**config.mk**
```make
export PLATFORM = sky130hd
export DESIGN_NAME = out_port_serializer
export DESIGN_NICKNAME = d
export VERILOG_FILES = /design/src/rtl/out_port_serializer.sv
export SDC_FILE = /design/constraint.sdc
export NUM_CORES = 1
export LEC_CHECK = 0
export CORE_MARGIN = 5
export CORE_UTILIZATION = 53
export DETAILED_ROUTE_END_ITERATION = 7
export PLACE_DENSITY = 0.83
export SYNTH_ARGS = -nofsm -noshare
export SYNTH_HDL_FRONTEND = slang
export SYNTH_SLANG_ARGS = --single-unit
export TNS_END_PERCENT = 1
```
**constraint.sdc**
```tcl
create_clock -name clk -period 2.5 [get_ports clk]
set_input_delay 0.375 -clock clk [delete_from_list [all_inputs] [get_ports clk]]
set_output_delay 0.375 -clock clk [all_outputs]
set_load 0.02 [all_outputs]
```
**src/rtl/out_port_serializer.sv**
```systemverilog
// Watches four 8-bit processor output ports, queues each value change as a
// tagged entry, and transmits each entry as one UART-style serial frame.
module out_port_serializer #(
  parameter int unsigned CLKS_PER_BIT = 4,
  parameter int unsigned FIFO_DEPTH   = 8
) (
  input  logic                          clk,
  input  logic                          Reset,
  input  logic [7:0]                    OutExtWorld1,
  input  logic [7:0]                    OutExtWorld2,
  input  logic [7:0]                    OutExtWorld3,
  input  logic [7:0]                    OutExtWorld4,
  output logic                          tx_serial,
  output logic                          tx_busy,
  output logic [$clog2(FIFO_DEPTH):0]   fifo_count,
  output logic                          coalesced
);

  localparam int unsigned AW = $clog2(FIFO_DEPTH);
  localparam int unsigned CW = (CLKS_PER_BIT > 2) ? $clog2(CLKS_PER_BIT) : 1;
  localparam logic [AW:0]   FULL_COUNT = (AW+1)'(FIFO_DEPTH);
  localparam logic [CW-1:0] CNT_LAST   = CW'(CLKS_PER_BIT - 1);

  typedef enum logic [1:0] {IDLE, START, BITS, STOP} state_t;

  logic [7:0]    port_in [4];
  logic [7:0]    prev    [4];
  logic [7:0]    pval    [4];
  logic [3:0]    pend;
  logic [1:0]    sel;
  logic          found;
  logic          push;
  logic          pop;
  logic          empty;

  logic [9:0]    mem [FIFO_DEPTH];
  logic [AW-1:0] wr_ptr;
  logic [AW-1:0] rd_ptr;
  logic [9:0]    head;

  state_t        state_q, state_d;
  logic [CW-1:0] cnt_q, cnt_d;
  logic [3:0]    bit_q, bit_d;
  logic [9:0]    frame_q, frame_d;
  logic          tx_q, tx_d;

  assign port_in[0] = OutExtWorld1;
  assign port_in[1] = OutExtWorld2;
  assign port_in[2] = OutExtWorld3;
  assign port_in[3] = OutExtWorld4;

  assign empty     = (fifo_count == '0);
  assign head      = mem[rd_ptr];
  assign tx_serial = tx_q;
  assign tx_busy   = (state_q != IDLE);

  // Lowest-index pending port wins; a full FIFO blocks even when a pop coincides.
  always_comb begin
    sel   = '0;
    found = 1'b0;
    for (int unsigned i = 0; i < 4; i++) begin
      if (!found && pend[i]) begin
        sel   = 2'(i);
        found = 1'b1;
      end
    end
    push = found && (fifo_count < FULL_COUNT);
  end

  always_ff @(posedge clk) begin
    if (Reset) begin
      pend      <= '0;
      coalesced <= 1'b0;
      for (int unsigned k = 0; k < 4; k++) begin
        prev[k] <= '0;
        pval[k] <= '0;
      end
    end else begin
      for (int unsigned k = 0; k < 4; k++) begin
        if (port_in[k] != prev[k]) begin
          prev[k] <= port_in[k];
          pval[k] <= port_in[k];
          pend[k] <= 1'b1;
          if (pend[k] && !(push && sel == 2'(k)))
            coalesced <= 1'b1;
        end else if (push && sel == 2'(k)) begin
          pend[k] <= 1'b0;
        end
      end
    end
  end

  // Entries are stored {data, index} so that bit i is the i-th bit on the wire.
  always_ff @(posedge clk) begin
    if (push)
      mem[wr_ptr] <= {pval[sel], sel};
  end

  always_ff @(posedge clk) begin
    if (Reset) begin
      wr_ptr     <= '0;
      rd_ptr     <= '0;
      fifo_count <= '0;
    end else begin
      if (push) wr_ptr <= wr_ptr + AW'(1);
      if (pop)  rd_ptr <= rd_ptr + AW'(1);
      case ({push, pop})
        2'b10:   fifo_count <= fifo_count + (AW+1)'(1);
        2'b01:   fifo_count <= fifo_count - (AW+1)'(1);
        default: fifo_count <= fifo_count;
      endcase
    end
  end

  always_ff @(posedge clk) begin
    if (Reset) begin
      state_q <= IDLE;
      cnt_q   <= '0;
      bit_q   <= '0;
      frame_q <= '0;
      tx_q    <= 1'b1;
    end else begin
      state_q <= state_d;
      cnt_q   <= cnt_d;
      bit_q   <= bit_d;
      frame_q <= frame_d;
      tx_q    <= tx_d;
    end
  end

  // tx_d is the line level for the next state, so the line itself is a flop.
  always_comb begin
    state_d = state_q;
    cnt_d   = cnt_q;
    bit_d   = bit_q;
    frame_d = frame_q;
    tx_d    = tx_q;
    pop     = 1'b0;
    case (state_q)
      IDLE: begin
        tx_d = 1'b1;
        if (!empty) begin
          pop     = 1'b1;
          frame_d = head;
          cnt_d   = '0;
          state_d = START;
          tx_d    = 1'b0;
        end
      end
      START: begin
        if (cnt_q == CNT_LAST) begin
          cnt_d   = '0;
          bit_d   = '0;
          state_d = BITS;
          tx_d    = frame_q[0];
        end else begin
          cnt_d = cnt_q + CW'(1);
        end
      end
      BITS: begin
        if (cnt_q == CNT_LAST) begin
          cnt_d = '0;
          if (bit_q == 4'd9) begin
            state_d = STOP;
            tx_d    = 1'b1;
          end else begin
            bit_d = bit_q + 4'd1;
            tx_d  = frame_q[bit_d];
          end
        end else begin
          cnt_d = cnt_q + CW'(1);
        end
      end
      STOP: begin
        if (cnt_q == CNT_LAST) begin
          cnt_d = '0;
          if (!empty) begin
            pop     = 1'b1;
            frame_d = head;
            state_d = START;
            tx_d    = 1'b0;
          end else begin
            state_d = IDLE;
            tx_d    = 1'b1;
          end
        end else begin
          cnt_d = cnt_q + CW'(1);
        end
      end
      default: begin
        state_d = IDLE;
        tx_d    = 1'b1;
      end
    endcase
  end

endmodule

```
* After elaboration in Yosys (flattened, before gate mapping)
Memories as Yosys holds them, arrays and structs flattened. A register that Yosys moved wholly into a read port is not among the register bits.
Cells that the tools add are included.
** Word-level totals
- Flip-flop bits (word level) :: 34
- Bits in latches :: 0
- RAM bits :: 144
- Bits in read-only memories :: 0
- Input bits :: 34
- Output and inout port bits :: 7
- Logic and storage cells :: 165
- Memories kept :: 3
** Memories
- mem :: depth 8, bits a word 10, rd ports 1, clocked after memory_dff 1, write ports 1, RTL line 36 : logic [9:0] mem [FIFO_DEPTH];
- prev :: depth 4, bits a word 8, rd ports 4, clocked after memory_dff 0, write ports 4, RTL line 27 : logic [7:0] prev [4];
- pval :: depth 4, bits a word 8, rd ports 1, clocked after memory_dff 0, write ports 4, RTL line 28 : logic [7:0] pval [4];
** Operators by class
- Add/sub/neg operators :: 6
- Multiply operators :: 0
- Divide/modulo/power cells :: 0
- $lt $le $gt $ge :: 2
- Eq/ne operators :: 20
- Shift-type cells :: 0
- Muxes and demuxes :: 78
- Bitwise logic cells :: 8
- Reductions and logical operators :: 35
** Operators by type and width (number)
- 8-bit 2-to-1 mux :: 8
- 1-bit 2-to-1 mux :: 46
- 8-bit inequality test :: 4
- 10-bit 2-to-1 mux :: 2
- 10-bit one-hot mux with 2 select lines :: 1
- 2-bit 2-to-1 mux :: 9
- 4-bit one-hot mux with 2 select lines :: 2
- 2-bit nonzero test :: 8
- 2-bit equality test (second input constant) :: 6
- 1-bit logical AND :: 12
- 4-bit 2-to-1 mux :: 3
- 2-bit inequality test (second input constant) :: 6
- 4-bit by 1-bit adder with 4-bit output (second input constant) :: 2
- 1-bit bitwise OR :: 8
- 2-bit one-hot mux with 4 select lines :: 1
- 1-bit zero test :: 7
- 3-bit by 1-bit adder with 3-bit output (second input constant) :: 2
- 2-bit by 1-bit equality test with 1-bit output (second input constant) :: 3
- 3-bit 2-to-1 mux :: 2
- 4-bit by 5-bit less-than comparator with 1-bit output (second input constant) :: 1
- 5-bit AND reduction :: 1
- 1-bit binary-select mux with 4-bit select :: 1
- 4-bit equality test (second input constant) :: 1
- 2-bit zero test :: 2
- 11 further kinds :: 11

* Longest topological paths before layout
- Word-level depth :: 22
- Mapped depth :: 11
- Mapped depth without buffers :: 11

* Worst setup path before layout
OpenSTA, ideal clock, no wires.
- Kind :: register to register
- Start point :: register state_q[0]
- End point :: register fifo_count[3]
- Setup time :: 71 ps
- Arrival time :: 2385 ps
- Data required time :: 2429 ps
- Slack :: 44 ps
- Cell stages (with the launch flop) :: 11
- Buffers on the path :: 0
- Clock period less this slack :: 2456 ps
- Path through :: dfxtp_1 inv_1 ha_1 nor3_2 ha_1 ha_1 a21o_1 a21oi_1 xnor2_1 or3_1 a21oi_1
** On the way
- Word-level cells in the longest chain between the ends :: 4
- Elaborated cells on any way between the ends :: 7
- Those cells by class :: eq/ne (3); mux (2); reduce/logical (2)
** RTL lines
- start, declared :: RTL line 41 : state_t state_q, state_d;
- start signal, assigned :: RTL line 123 : state_q <= state_d;
- 2-bit equality test or 2-bit zero test (tied branches) :: RTL line 139 : case (state_q)
- 1-bit one-hot mux with 2 select lines * :: RTL line 139
- named net pop :: RTL line 33 : logic pop;
- 2-bit by 1-bit equality test with 1-bit output or 2-bit equality test (tied branches) :: RTL line 107 : case ({push, pop})
- 4-bit one-hot mux with 2 select lines or 2-bit nonzero test (tied branches)
- end signal, assigned :: RTL line 108 : 2'b10: fifo_count <= fifo_count + (AW+1)'(1);
- end signal, assigned :: RTL line 109 : 2'b01: fifo_count <= fifo_count - (AW+1)'(1);
- end signal, assigned :: RTL line 110 : default: fifo_count <= fifo_count;
- end, declared :: RTL line 15 : output logic [$clog2(FIFO_DEPTH):0] fifo_count,
The timed path passes the listed nets; every way through them passes the cells marked *.
A chain may end at the register's enable or synchronous reset.

* Final worst setup path
- Start point :: register state_q[1]
- End point :: register fifo_count[3]
Same word-level chain as after synthesis.

==> out/metrics.cfg <==
[detailed_routing]
viasPerCell = 5.59
drc = 0
firstDrtPassIters = 5
antenna_left = 0
drt-total-wl_mm = 13.5
dr.first_iter.drc_count = 323
wl_per_cell_microns = 18.3
vias = 4129

[clocking]
numCtsBuffers = 17
cts.path.max_buffers = 2
cts_root_buffer = clkbuf_16
insertion_delay_ps = 420
clk_pin_slew_ps = 60
clock-sinks = 149
postCtsHoldBufs = 0
cts_tree = done
cts.htree.levels = 4

[run_status]
status = complete, no violations

[global_route]
track_usage = 0.193
antenna_found_initial = 0
grt_pass1_vias = 4283
grt_pass1_wl_mm = 21.6
grt_max_degree = 22
grt_overflow = 0

[floorplan]
dieWidth_microns = 122
start_util = 0.533
rows = 41
core_area_sq_um = 12500
dieArea_sq_um = 14900
ios = 41
die-height_microns = 122

[logic_synthesis]
syn-cell-area_sq_um = 6650
yosysMostFrequentCell = edfxtp_1
ys_warn_count = 0
synth_ff_type = edfxtp_1
yosysTopAreaCellShare = 0.506
synth_seq_cells = 149
yosys-top-cells-area = edfxtp_1 51%, dfxtp_1 11%, mux4_2 7.1%
synth_edf_count = 112
ys_seq_area_frac = 0.617
synthCells = 482
ys_types = 43
avgSynthCellArea_sq_um = 13.8
async_flop_share = 0
synth_commonest_cells = 112 x edfxtp_1, 46 x nor2_1, 37 x dfxtp_1, 35 x xnor2_1, 32 x and2_1
synth_nets = 530
netlist.top_cell.by_area = edfxtp_1

[setup_path]
end_kind = register
critPathMaxStageDelay_ps = 350
critical_path.cell_chain = inv_2 -> ha_4 -> a21oi_4 -> nor3_4 -> ha_2 -> ha_1 -> a21o_1 -> a21oi_2 -> xnor2_1 -> or3_1 -> a21oi_1
cp.arrival_ps = 2750
critical_path_class = register to register
crit_fanout = 5
slowest_stage = dfxtp_2
path_buf_inv = 1
start_kind = register
required_ps = 2850
path_delay_family = adder cells

[finish]
syn2layout_area_growth_pct = 21.3
antenna_cells = 0
final_cell_area_sq_um = 8060
n_fill_cell = 862
finalNetCount = 601
fin_cells = 738
drive_gt1_frac = 0.182

[hold_path]
hold_path_class = register to register

[timing]
slew_viol_final = 0
maxSlewHeadroom = 0.452
period_needed_ps = 2400
skew_ps = 9.49
setup_violations = 0
tightest_slew_ps = 815
hold_viol = 0
grt_setup_unrepaired = false
fmax_mhz = 416
fin_crit_sh = 0.961

[placed_design]
gp_congestion = 0.855
place_hpwl_mm = 8.96
placed_cells = 705
io_buffers = 40
place_area_sq_um = 7420

[power_and_ir_drop]
p_leak_nw = 2.81
power_mw = 8.17
powerDensity_nw_per_um2 = 1010
peakVddDrop_mv = 0.602

[job]
drv_cap = 0

sequential cells by signal (all words and copies together), names as in the netlist, named ones only:
signal	count
bit_q	4
cnt_q	2
coalesced	1
fifo_count	4
frame_q	10
mem	80
pend	4
prev	8
pval	24
rd_ptr	3
state_q	2
tx_serial	1
wr_ptr	3
logic make-up (layout without fill, tap and decap cells):
group	count (synthesis)	in the layout	synth area share
adder cells (fa/ha/maj)	14	14	0.0275
buffers and inverters	30	114	0.0184
multiplexers	38	38	0.0967
AND/OR/NAND/NOR	147	147	0.112
AO/OA/AOI/OAI	64	64	0.0751
flip-flops	149	149	0.617
XOR/XNOR	40	40	0.0527
tightest hold or removal path: stages, from the launching register on:
cell and delay [ps]:
dfxtp_1 320, nand3_1 70, a21oi_1 50
stage by stage:
stage	TNS, ps	setup WS [ps]	hold slack (ps)	util
floorplan	0	44.2	447	-
global placement	0	136	462	0.595
detailed placement	-116	-116	474	0.595
CTS	0	21.5	483	0.644
global route	0	3.21	517	0.647
finish	0	98.0	488	0.647
cell type report:
| type | count | area, sq um | area share |
|---|---|---|---|
| Clock buffer | 27 | 513 | 0.0636 |
| Clock inverter | 5 | 75.1 | 0.00931 |
| Inverter | 10 | 37.5 | 0.00465 |
| Multi-Input combinational cell | 303 | 2480 | 0.307 |
| Sequential cell | 149 | 4110 | 0.509 |
| Tap cell | 172 | 215 | 0.0267 |
| Timing Repair Buffer | 72 | 641 | 0.0794 |
worst paths after layout:
path | startpoint | end | slack, ps | cells past startpoint
worst max-delay path | state_q[1] | fifo_count[3] | 100 | 11
worst min-delay path | cnt_q[1] | cnt_q[1] | 490 | 2
worst max register to register | state_q[1] | fifo_count[3] | 100 | 11
worst min register to register | cnt_q[1] | cnt_q[1] | 490 | 2
what timing repair did:
item,4_1_cts,5_1_grt
resized for setup,6,7
cloned,0,0
setup endpoints to repair,1,1
buffers inserted,1,0
pin swaps,2,0
cells in the final DEF, fill, tap and decap left out, drive strengths merged, types with 17 or more instances in the layout:
| cell type | instances |
|---|---|
| nand2 | 25 |
| buf | 32 |
| and2 | 32 |
| dfxtp | 37 |
| clkbuf | 27 |
| mux4 | 21 |
| clkdlybuf4s50 | 40 |
| mux2i | 17 |
| nor2 | 46 |
| edfxtp | 112 |
| xnor2 | 35 |
power breakdown:
part | switching [mW] | total (mW) | internal, mW | leakage, nW
Sequential | 0.221 | 3.25 | 3.03 | 1.42
Combinational | 1.28 | 2.40 | 1.13 | 1.11
Clock | 0.914 | 2.51 | 1.60 | 0.283
Total | 2.41 | 8.17 | 5.75 | 2.81
metal layers:
layer,track usage,share of wire,wire (microns),up-vias
li1,-,-,-,1938
met1,0.220,0.39,5270,2028
met5,0,0,0,-
met3,0.0515,0.050,681,37
met2,0.336,0.52,7080,126
met4,0.0966,0.035,468,0
No activity file was read; power rests on OpenSTA's default activity.
